==> config.mk <==
export PLATFORM = sky130hd
export DESIGN_NAME = uart_rx_flat
export DESIGN_NICKNAME = d
export VERILOG_FILES = /design/src/rtl/uart_rx_if.sv /design/src/rtl/uart_rx.sv /design/src/flat_wrapper.sv
export SDC_FILE = /design/constraint.sdc
export NUM_CORES = 1
export LEC_CHECK = 0
export ABC_AREA = 1
export CORE_ASPECT_RATIO = 1.75
export CORE_MARGIN = 5
export CORE_UTILIZATION = 50
export CTS_CLUSTER_DIAMETER = 200
export DETAILED_ROUTE_END_ITERATION = 10
export GPL_TIMING_DRIVEN = 0
export PLACE_DENSITY = 0.72
export SLEW_MARGIN = 15
export SYNTH_ARGS = -nofsm -noshare
export SYNTH_HDL_FRONTEND = slang
export SYNTH_SLANG_ARGS = --single-unit
==> constraint.sdc <==
create_clock -name clk -period 4.1 [get_ports clk]
set_input_delay 0.615 -clock clk [delete_from_list [all_inputs] [get_ports clk]]
set_output_delay 0.615 -clock clk [all_outputs]
set_load 0.005 [all_outputs]
==> src/rtl/uart_rx_if.sv <==
// Serial receive bundle: line and baud tick into the receiver, word and status out.
// DBIT must match the receiver it is bound to.
interface uart_rx_if #(
  parameter int DBIT = 8
);
  logic            rx;
  logic            s_tick;
  logic [DBIT-1:0] dout;
  logic            rx_done;
  logic            frame_err;

  modport master (
    output rx,
    output s_tick,
    input  dout,
    input  rx_done,
    input  frame_err
  );

  modport slave (
    input  rx,
    input  s_tick,
    output dout,
    output rx_done,
    output frame_err
  );
endinterface

==> src/rtl/uart_rx.sv <==
// UART receiver, 16x oversampled, LSB first, DBIT data bits and SB_TICK ticks of stop bit.
// state | meaning
// IDLE  | line high, waiting for a falling edge on rx_s
// START | counting to mid start bit; a high sample there is a glitch
// DATA  | sampling one data bit every 16 ticks
// STOP  | waiting SB_TICK ticks, then publishing word and stop-bit status
module uart_rx #(
  parameter int DBIT    = 8,
  parameter int SB_TICK = 16
) (
  input  logic      clk,
  input  logic      reset,
  uart_rx_if.slave  bus
);

  localparam int S_MAX = (SB_TICK - 1 > 15) ? SB_TICK - 1 : 15;
  localparam int SW    = $clog2(S_MAX + 1);
  localparam int NW    = (DBIT > 1) ? $clog2(DBIT) : 1;

  localparam logic [1:0] IDLE  = 2'd0;
  localparam logic [1:0] START = 2'd1;
  localparam logic [1:0] DATA  = 2'd2;
  localparam logic [1:0] STOP  = 2'd3;

  logic            rx_meta;
  logic            rx_s;
  logic [1:0]      state;
  logic [SW-1:0]   s;
  logic [NW-1:0]   n;
  logic [DBIT-1:0] b;
  logic [DBIT-1:0] b_next;

  // Synchronizer idles high so release from reset never looks like a start edge.
  always_ff @(posedge clk or negedge reset) begin
    if (!reset) begin
      rx_meta <= 1'b1;
      rx_s    <= 1'b1;
    end else begin
      rx_meta <= bus.rx;
      rx_s    <= rx_meta;
    end
  end

  generate
    if (DBIT == 1) begin : g_shift_one
      assign b_next = rx_s;
    end else begin : g_shift_many
      assign b_next = {rx_s, b[DBIT-1:1]};
    end
  endgenerate

  always_ff @(posedge clk or negedge reset) begin
    if (!reset) begin
      state         <= IDLE;
      s             <= '0;
      n             <= '0;
      b             <= '0;
      bus.dout      <= '0;
      bus.rx_done   <= 1'b0;
      bus.frame_err <= 1'b0;
    end else begin
      bus.rx_done <= 1'b0;
      case (state)
        IDLE: begin
          if (!rx_s) begin
            state <= START;
            s     <= '0;
          end
        end
        START: begin
          if (bus.s_tick) begin
            if (s == SW'(7)) begin
              if (!rx_s) begin
                state <= DATA;
                s     <= '0;
                n     <= '0;
              end else begin
                state <= IDLE;
              end
            end else begin
              s <= s + 1'b1;
            end
          end
        end
        DATA: begin
          if (bus.s_tick) begin
            if (s == SW'(15)) begin
              s <= '0;
              b <= b_next;
              if (n == NW'(DBIT - 1)) begin
                state <= STOP;
              end else begin
                n <= n + 1'b1;
              end
            end else begin
              s <= s + 1'b1;
            end
          end
        end
        STOP: begin
          // A low stop sample still delivers the word, flagged as a framing error.
          if (bus.s_tick) begin
            if (s == SW'(SB_TICK - 1)) begin
              state         <= IDLE;
              bus.dout      <= b;
              bus.frame_err <= ~rx_s;
              bus.rx_done   <= 1'b1;
            end else begin
              s <= s + 1'b1;
            end
          end
        end
        default: state <= IDLE;
      endcase
    end
  end

endmodule

==> src/flat_wrapper.sv <==
// flat-port wrapper written by rule: the top's interface ports become plain ports
module uart_rx_flat 
#(
  parameter int DBIT    = 8,
  parameter int SB_TICK = 16
)
  (clk, reset, bus_rx, bus_s_tick, bus_dout, bus_rx_done, bus_frame_err);
  uart_rx_if #(.DBIT(DBIT)) bus_i ();
  input  logic clk;
  input  logic reset;
  input wire logic [$bits(bus_i.rx)-1:0] bus_rx;
  input wire logic [$bits(bus_i.s_tick)-1:0] bus_s_tick;
  output wire logic [$bits(bus_i.dout)-1:0] bus_dout;
  output wire logic [$bits(bus_i.rx_done)-1:0] bus_rx_done;
  output wire logic [$bits(bus_i.frame_err)-1:0] bus_frame_err;
  assign bus_i.rx = bus_rx;
  assign bus_i.s_tick = bus_s_tick;
  assign bus_dout = bus_i.dout;
  assign bus_rx_done = bus_i.rx_done;
  assign bus_frame_err = bus_i.frame_err;
  uart_rx #(.DBIT(DBIT), .SB_TICK(SB_TICK)) u_core (.clk(clk), .reset(reset), .bus(bus_i));
endmodule
==> impl_metrics.yaml, run 1 <==
outcome:
  status: "completed"
critical_path:
  worstPathCellList: "clkdlybuf4s50_1, inv_1, nor4_4, buf_6, o21ai_0"
  reg2regPathDepth: 7
  slowest_delay_ps: 540
  cp_slowest_cell: "clkdlybuf4s50_1"
  critPathCaptureType: "flop"
  cp_max_fo: 10
  path_class: "in -> reg"
  path_buf_inv: 3
  path_delay_family: "buffers and inverters"
  cp_num_cells: 5
  reg2reg_from: "u_core.s[0]"
  arrival_ps: 2030
  crit_required_ps: 4260
  regToRegSetupSlack_ps: 2480
  cp-start-kind: "primary input"
  critPathLaunch: "bus_s_tick"
drt:
  vias: 1079
  viasPerCell: 5.34
  wl_per_cell_um: 13.2
  drc: 0
  first_pass_iters: 4
  drt-initial-drc-count: 43
  postRouteAntennaNets: 0
  wl_um: 2670
power_and_ir_drop:
  pwr-share-comb: 0.289
  ir_drop_mv: 0.361
  switching_share: 0.353
  clkPwrFrac: 0.290
  p_int_uw: 570
  seqPwrFrac: 0.421
  power.density_nw_per_um2: 538
  p_switching_uw: 311
  p_leak_nw: 0.815
  p_total_uw: 880
grt:
  grt_pass1_wl_um: 4890
  antenna_found_initial: 0
  overflow: 0
  grt_usage: 0.159
  grt_max_degree: 30
  grt_pass1_vias: 1105
sta:
  fin_tns_setup_ps: 0
  finClkSkew_ps: 3.80
  drv_slew: 0
  fmax_mhz: 535
  setup_ws_ps: 2230
  timing.final.crit_share: 0.456
  finalCriticalPeriod_ps: 1870
  hold_viol: 0
  max_slew_margin: 0.584
  rsz0062_at_grt: "no"
  tightest_slew_ps: 625
  setup_viol: 0
logic_synthesis:
  seq_area_frac_synth: 0.530
  syn_area_um2: 1380
  syn_inst: 154
  ys_seq_elements: 29
  synth.distinct_cells: 21
  yosys_warnings: 0
  synth.avg_cell_area_um2: 8.93
  synth_fp_nets: 161
placement:
  routabilityCongestion: 0.945
  dp_slack_ps: 1950
  io_buffers: 13
  dpl_cell_area_um2: 1530
  dp_hpwl_um: 1930
clock_tree:
  cts_setup_buffers: 0
  cts_buffers: 5
  cts_root_buf: "clkbuf_8"
  clk_pin_slew_ps: 60
  htree_levels: 2
  cts_tree: "done"
  cts.sinks: 29
  clock_latency_ps: 280
  hold_buffers: 0
  clockBufferDepth: 2
  post_cts_resized: 0
die:
  start_util: 0.511
  ioPinCount: 14
  die_h_um: 79.4
  die_x_um: 49.6
  die_area_um2: 3940
  num_rows: 25
  core-area_um2: 2690
job:
  max_cap_viol_count: 0
finish:
  num-nets-final: 181
  design_area_um2: 1640
  area_delta_synth_final_pct: 18.9
  diodes: 0
  final_cell_mix: "49 x nand2_1, 27 x dfrtp_1, 19 x inv_1"
  final_common_cell: "nand2_1"
  drive_gt1_frac: 0.177
hold_path:
  hold_path.class: "in -> async"
==> power groups by stage <==
stage          registers [mW]  logic, mW  clock network, mW
3_5_place_dp            0.376      0.256                  0
2_1_floorplan           0.364      0.196                  0
6_report                0.371      0.255              0.255
3_3_place_gp            0.371      0.238                  0
5_1_grt                 0.379      0.294              0.283
4_1_cts                 0.371      0.258              0.266
==> worst register-to-register path, delay by kind of cell (launching register included) <==
family,cells,cell delay (ps)
flip-flops,1,410
adder cells (fa/ha/maj),1,270
AO/OA/AOI/OAI,1,310
AND/OR/NAND/NOR,5,530
==> final cells by class <==
class,count,area [µm²]
Clock inverter,1,5.00
Fill cell,240,1050
Tap cell,27,33.8
Clock buffer,7,96.3
Timing Repair Buffer,13,125
Buffer,3,30.0
Inverter,20,75.1
Sequential cell,29,728
Multi-Input combinational cell,102,542
==> cell families after synthesis <==
logic type / share of synthesized area
buffers and inverters: 0.0764
adder cells (fa/ha/maj): 0.0273
XOR/XNOR: 0.00637
AO/OA/AOI/OAI: 0.111
AND/OR/NAND/NOR: 0.249
flip-flops: 0.530
==> registers in the layout, summed over array words and instances, names as in the netlist, named ones only <==
name and cells:
u_core.state 1, u_core.rx_meta 1, u_core.b 8, u_core.s 4, u_core.n 3, u_core.rx_s 1, u_core.bus.dout 8, u_core.bus.frame_err 1
u_core.bus.rx_done 1
==> routing by layer <==
metal / up-vias / routed length [µm] / global-route usage
met5: - / 0 / 0
met4: 0 / 59 / 0.0814
met3: 7 / 130 / 0.0505
met2: 26 / 1400 / 0.261
met1: 519 / 1080 / 0.181
li1: 527 / - / -
==> worst paths after layout <==
path                                      end
min in group clk                  u_core.rx_s
min reg2reg                       u_core.rx_s
min                               u_core.s[3]
max reg2reg                       u_core.s[1]
max                               u_core.b[7]
max in group asynchronous  u_core.bus.dout[3]
==> Yosys cell counts (all sizes together) <==
library cell	n	area, µm²
xor2	1	8.76
dfrtp	27	676
inv	20	75.1
a21oi	2	10.0
ha	3	37.5
nor2	6	25.0
buf	3	30.0
and3	1	6.26
nand2	52	203
nand3b	3	22.5
o21ai	21	143
nor4	1	21.3
nand3	12	65.1
dfstp	2	52.6
==> metrics by stage <==
stage          instances  utilization  hold slack [ps]
2_1_floorplan        154            -              319
5_1_grt              202        0.608              371
3_5_place_dp         194        0.570              351
6_report             202        0.608              347
4_1_cts              202        0.608              362
3_3_place_gp         194        0.572              347
(Power assumes the default switching activity.)
==> run 2: changes to the inputs <==
--- a/config.mk
+++ b/config.mk
@@ -8,11 +8,11 @@
 export ABC_AREA = 1
 export CORE_ASPECT_RATIO = 1.75
 export CORE_MARGIN = 5
-export CORE_UTILIZATION = 50
+export CORE_UTILIZATION = 49
 export CTS_CLUSTER_DIAMETER = 200
 export DETAILED_ROUTE_END_ITERATION = 10
 export GPL_TIMING_DRIVEN = 0
-export PLACE_DENSITY = 0.72
+export PLACE_DENSITY = 0.73
 export SLEW_MARGIN = 15
 export SYNTH_ARGS = -nofsm -noshare
 export SYNTH_HDL_FRONTEND = slang
==> constraint.sdc (replaced) <==
create_clock -name clk -period 1.7 [get_ports clk]
set_input_delay 0.255 -clock clk [delete_from_list [all_inputs] [get_ports clk]]
set_output_delay 0.255 -clock clk [all_outputs]
set_load 0.005 [all_outputs]
==> run 2 against run 1 <==
Final cell count up 1.5%. Global-route usage is 0.72 points higher. Die area is 1.7% higher. Register-to-register slack worse by 2400 ps. First-iteration DRC count fell by 42%. Critical path depth grew 1. Via count is 0.28% lower. Largest cell class unchanged. The run now ends with negative hold slack left. Total power rose to 2.6 times the previous value.
==> impl_metrics.yaml, run 2 (synthesis gave the netlist of run 1 again) <==
grt:
  use_met2: 0.276
  grt_max_degree: 30
  overflow: 0
  antenna_found_initial: 0
  use_met3: 0.0575
  grt_util_met1: 0.182
  grt_usage: 0.166
  busiest_layer: "met2"
  grt_pass1_vias: 1144
  grt_pass1_wl_um: 5100
outcome:
  violations: "negative hold slack"
  status: "finished with violations"
die:
  die_area_um2: 4010
  die_h_um: 80.1
  core-area_um2: 2690
  start_util: 0.511
  ioPinCount: 14
  num_rows: 25
  die_x_um: 50.0
sta:
  drv_slew: 0
  hold_viol: 10
  timing.hold.ws_ps: -10.8
  tightest_slew_ps: 632
  rsz0062_at_grt: "no"
  max_slew_margin: 0.578
  setup_viol: 0
  timing.final.crit_share: 0.937
  setup_ws_ps: 107
  fmax_mhz: 628
  finClkSkew_ps: 6.63
  finalCriticalPeriod_ps: 1590
placement:
  dp_hpwl_um: 1980
  placed_cells: 194
  io_buffers: 13
  routabilityCongestion: 0.929
  dp_slack_ps: -106
clock_tree:
  clockBufferDepth: 2
  clk_pin_slew_ps: 60
  cts.sinks: 29
  cts_tree: "done"
  htree_levels: 2
  cts_root_buf: "clkbuf_8"
  clock_latency_ps: 280
  cts_buffers: 5
finish:
  diodes: 0
  final_cell_mix: "49 x nand2_1, 27 x dfrtp_1, 19 x inv_1"
  drive_gt1_frac: 0.197
  area_delta_synth_final_pct: 23.7
  final_common_cell: "nand2_1"
  multi_input_area_um2: 571
  seqCellArea_um2: 728
  num-nets-final: 184
  fin_cells: 205
  nFillCells: 220
  reg_top3: "u_core.b: 8 flops, u_core.bus.dout: 8 flops, u_core.s: 4 flops"
drt:
  postRouteAntennaNets: 0
  wl_per_cell_um: 13.5
  drc: 0
  drt-initial-drc-count: 25
  wl_um: 2770
  vias: 1076
  viasPerCell: 5.25
  first_pass_iters: 4
critical_path:
  cp-start-kind: "flop"
  critPathCaptureType: "flop"
  cp_slowest_cell: "dfrtp_1"
  path_buf_inv: 2
  cp_max_fo: 10
  arrival_ps: 1740
  slowest_delay_ps: 410
  path_class: "reg -> reg"
  path_delay_family: "flip-flops"
  worstPathCellList: "ha_4, nand3_4, nor4_4, buf_4, buf_6, o21ai_0"
  crit_required_ps: 1850
hold_path:
  hold_path.class: "in -> async"
power_and_ir_drop:
  clkPwrFrac: 0.320
  p_leak_nw: 0.843
  pwr-share-comb: 0.283
  switching_share: 0.335
  p_int_mw: 1.51
  ir_drop_mv: 0.756
  seqPwrFrac: 0.398
  power.density_nw_per_um2: 1340
  p_total_mw: 2.27
  p_switching_uw: 761
job:
  max_cap_viol_count: 0
[run 2: cell count changes in the layout (fill, tap and decap cells not counted)]
cell,delta
a21oi_1,-1
bufinv_16,+1
nand2_2,-1
ha_4,+1
ha_1,-1
clkinv_2,-1
nand2_4,+1
clkbuf_8,-1
buf_4,+3
a21oi_2,+1
clkbuf_1,+1
nand3_2,-1
nand3_4,+1
[run 2: final timing paths]
path / startpoint / end / slack, ps / cells after the start
max in group asynchronous: reset / async pin / 1290 / 1
min: reset / u_core.s[2] / -10 / 1
min reg2reg: u_core.rx_meta / u_core.rx_s / 360 / 0
max: u_core.s[0] / u_core.b[7] / 110 / 6
min in group clk: u_core.rx_meta / u_core.rx_s / 360 / 0
max reg2reg: u_core.s[0] / u_core.b[7] / 110 / 6
[run 2: layout make-up]
cell class                 instances  area share
sequential                        29       0.428
multi-input combinational        102       0.335
timing repair buffer              16      0.0868
clock buffer                       7      0.0507
inverter                          20      0.0441
tap                               27      0.0199
clock inverter                     1      0.0176
buffer                             3      0.0176
[run 2: per-layer routing]
metal / part of all wire / vias to the layer above
li1: - / 532
met1: 0.40 / 524
met2: 0.55 / 14
met3: 0.031 / 6
met4: 0.017 / 0
met5: 0 / -
[run 2: power by group through the flow]
stage | registers [mW] | logic [mW] | clock network [mW]
after CTS | 0.892 | 0.609 | 0.742
after floorplan | 0.879 | 0.473 | 0
after detailed placement | 0.903 | 0.604 | 0
final | 0.904 | 0.643 | 0.727
after global routing | 0.922 | 0.750 | 0.780
after global placement | 0.894 | 0.576 | 0
[run 2: repair_timing]
| item | CTS | global route |
|---|---|---|
| hold buffers | 0 | 0 |
| resized for setup | 0 | 5 |
| buffers inserted | 0 | 3 |
| setup endpoints to repair | 0 | 20 |
[run 2: stage by stage]
stage          cell area, µm²  setup TNS (ps)  hold slack, ps  utilization
2_1_floorplan            1380               0           -40.6            -
3_3_place_gp             1540           -1570             346        0.572
3_5_place_dp             1530            -662             314        0.570
4_1_cts                  1650               0            13.0        0.613
5_1_grt                  1700               0            47.7        0.633
6_report                 1700               0           -10.8        0.633
==> run 3: changes to the inputs <==
--- a/config.mk
+++ b/config.mk
@@ -6,13 +6,16 @@
 export NUM_CORES = 1
 export LEC_CHECK = 0
 export ABC_AREA = 1
+export CELL_PAD_IN_SITES_DETAIL_PLACEMENT = 1
+export CELL_PAD_IN_SITES_GLOBAL_PLACEMENT = 1
 export CORE_ASPECT_RATIO = 1.75
 export CORE_MARGIN = 5
-export CORE_UTILIZATION = 49
+export CORE_UTILIZATION = 42
 export CTS_CLUSTER_DIAMETER = 200
 export DETAILED_ROUTE_END_ITERATION = 10
+export GPL_ROUTABILITY_DRIVEN = 1
 export GPL_TIMING_DRIVEN = 0
-export PLACE_DENSITY = 0.73
+export PLACE_DENSITY_LB_ADDON = 0.1
 export SLEW_MARGIN = 15
 export SYNTH_ARGS = -nofsm -noshare
 export SYNTH_HDL_FRONTEND = slang
==> constraint.sdc (replaced) <==
create_clock -name clk -period 1.56 [get_ports clk]
set_input_delay 0.234 -clock clk [delete_from_list [all_inputs] [get_ports clk]]
set_output_delay 0.234 -clock clk [all_outputs]
set_load 0.005 [all_outputs]
==> run 3 against run 2 <==
The run still ends with negative hold slack left. Highest routed layer unchanged. Critical path depth is 1 higher. Critical endpoint is now u_core.n[0]. Count of clock-buffer cells in the layout down 1. Largest cell class unchanged. Combinational power increased by 20%.
==> impl_metrics.yaml, run 3 (synthesis gave the netlist of run 1 again) <==
drt:
  drc: 0
  wl_um: 3110
  first_pass_iters: 3
  viasPerCell: 4.85
  drt-initial-drc-count: 11
  postRouteAntennaNets: 0
  wl_per_cell_um: 14.1
  vias: 1072
critical_path:
  reg2reg_from: "u_core.n[0]"
  critPathCaptureType: "flop"
  arrival_ps: 1620
  critPathLaunch: "u_core.n[0]"
  cp_common_cell: "ha_2"
  worstPathCellList: "ha_2, ha_2, nand3b_1, a21oi_2, nand2_2, nand2_1, o21ai_0"
  slowest_delay_ps: 400
  cp_max_fo: 6
  cp_slowest_cell: "dfrtp_1"
  cp-start-kind: "flop"
  path_class: "reg -> reg"
  crit_required_ps: 1720
placement:
  dp_slack_ps: -232
  dp_hpwl_um: 2270
  dpl_cell_area_um2: 1550
  routabilityCongestion: 0.787
  io_buffers: 13
  placed_cells: 210
sta:
  tightest_slew_ps: 652
  finClkSkew_ps: 2.52
  timing.hold.ws_ps: -17.6
  fmax_mhz: 684
  max_slew_margin: 0.565
  finalCriticalPeriod_ps: 1460
  drv_slew: 0
  setup_viol: 0
  setup_ws_ps: 98.9
  hold_viol: 27
  timing.final.crit_share: 0.937
clock_tree:
  cts_buffers: 5
  cts.sinks: 29
  clk_pin_slew_ps: 60
  htree_levels: 2
  clock_latency_ps: 270
  cts_tree: "done"
  clockBufferDepth: 2
  hold_buffers: 0
  cts_root_buf: "clkbuf_8"
finish:
  num-nets-final: 184
  reg_top3: "u_core.b: 8 flops, u_core.bus.dout: 8 flops, u_core.s: 4 flops"
  final_util: 0.546
  area_delta_synth_final_pct: 24.7
  diodes: 0
  final_common_cell: "nand2_1"
  design_area_um2: 1710
  final_cell_mix: "48 x nand2_1, 27 x dfrtp_1, 18 x inv_1"
  drive_gt1_frac: 0.236
  nFillCells: 371
  fin_cells: 221
power_and_ir_drop:
  power.density_nw_per_um2: 1370
  p_leak_nw: 0.825
  ir_drop_mv: 0.767
die:
  die_area_um2: 4560
  ioPinCount: 14
  num_rows: 27
  die_h_um: 85.7
  start_util: 0.438
  die_x_um: 53.3
  core-area_um2: 3140
grt:
  antenna_found_initial: 0
  grt_pass1_vias: 1214
  grt_usage: 0.164
  grt_max_degree: 30
  overflow: 0
  grt_pass1_wl_um: 5500
outcome:
  violations: "negative hold slack"
  status: "finished with violations"
hold_path:
  hold_path.class: "in -> async"
job:
  max_cap_viol_count: 0
-- run 3: changes by cell type in the layout (fill, tap and decap cells not counted), moves of 2 or more --
cell	before	now
nor2_4	0	2
nor2_1	5	3
ha_2	0	2
ha_1	2	0
clkinv_2	0	2
-- run 3: final timing paths --
kind                          endpoint  slack [ps]  cells past startpoint
setup / recovery           u_core.n[0]         100                      7
hold / removal             u_core.s[2]         -20                      1
setup reg to reg           u_core.n[0]         100                      7
hold reg to reg            u_core.rx_s         360                      0
max in group asynchronous    async pin        1150                      1
min in group clk           u_core.rx_s         360                      0
-- run 3: critical path: cells and delay by family (launching register included) --
kind | cells | cell delay [ps]
AND/OR/NAND/NOR | 3 | 380
adder cells (fa/ha/maj) | 2 | 340
flip-flops | 1 | 400
AO/OA/AOI/OAI | 2 | 230
-- run 3: metal layers --
layer  vias to the layer above  global-route usage  part of all wire
li1                        530                   -                 -
met1                       520               0.170              0.40
met2                        13               0.295              0.56
met3                         9              0.0383             0.020
met4                         0              0.0767             0.027
met5                         -                   0                 0
-- run 3: metrics by stage --
stage	setup TNS, ps	total power, mW
after floorplan	0	1.47
after global placement	-7900	1.62
after detailed placement	-2250	1.68
after CTS	-11.2	2.32
after global routing	-0.176	2.53
final	0	2.35
-- run 3: repair_timing --
item | 4_1_cts | 5_1_grt
endpoints found under the setup margin | 23 | 25
gates resized for setup | 6 | 10
pin swaps | 1 | 6
gates cloned | 1 | 0
buffers inserted | 2 | 0
-- run 3: power by group --
group          total, mW  internal, mW  switching [mW]  leakage, nW
combinational      0.771         0.272           0.499        0.408
clock              0.585         0.308           0.277       0.0450
sequential         0.990         0.868           0.121        0.372
-- run 3: cell type report --
class                           instances  area, µm²  area share
Sequential cell                        29        728       0.425
Clock buffer                            6       72.6      0.0423
Clock inverter                          2       10.0     0.00584
Timing Repair Buffer                   16        148      0.0861
Multi-Input combinational cell        102        597       0.348
Tap cell                               43       53.8      0.0314
Inverter                               20       75.1      0.0438
Buffer                                  3       30.0      0.0175
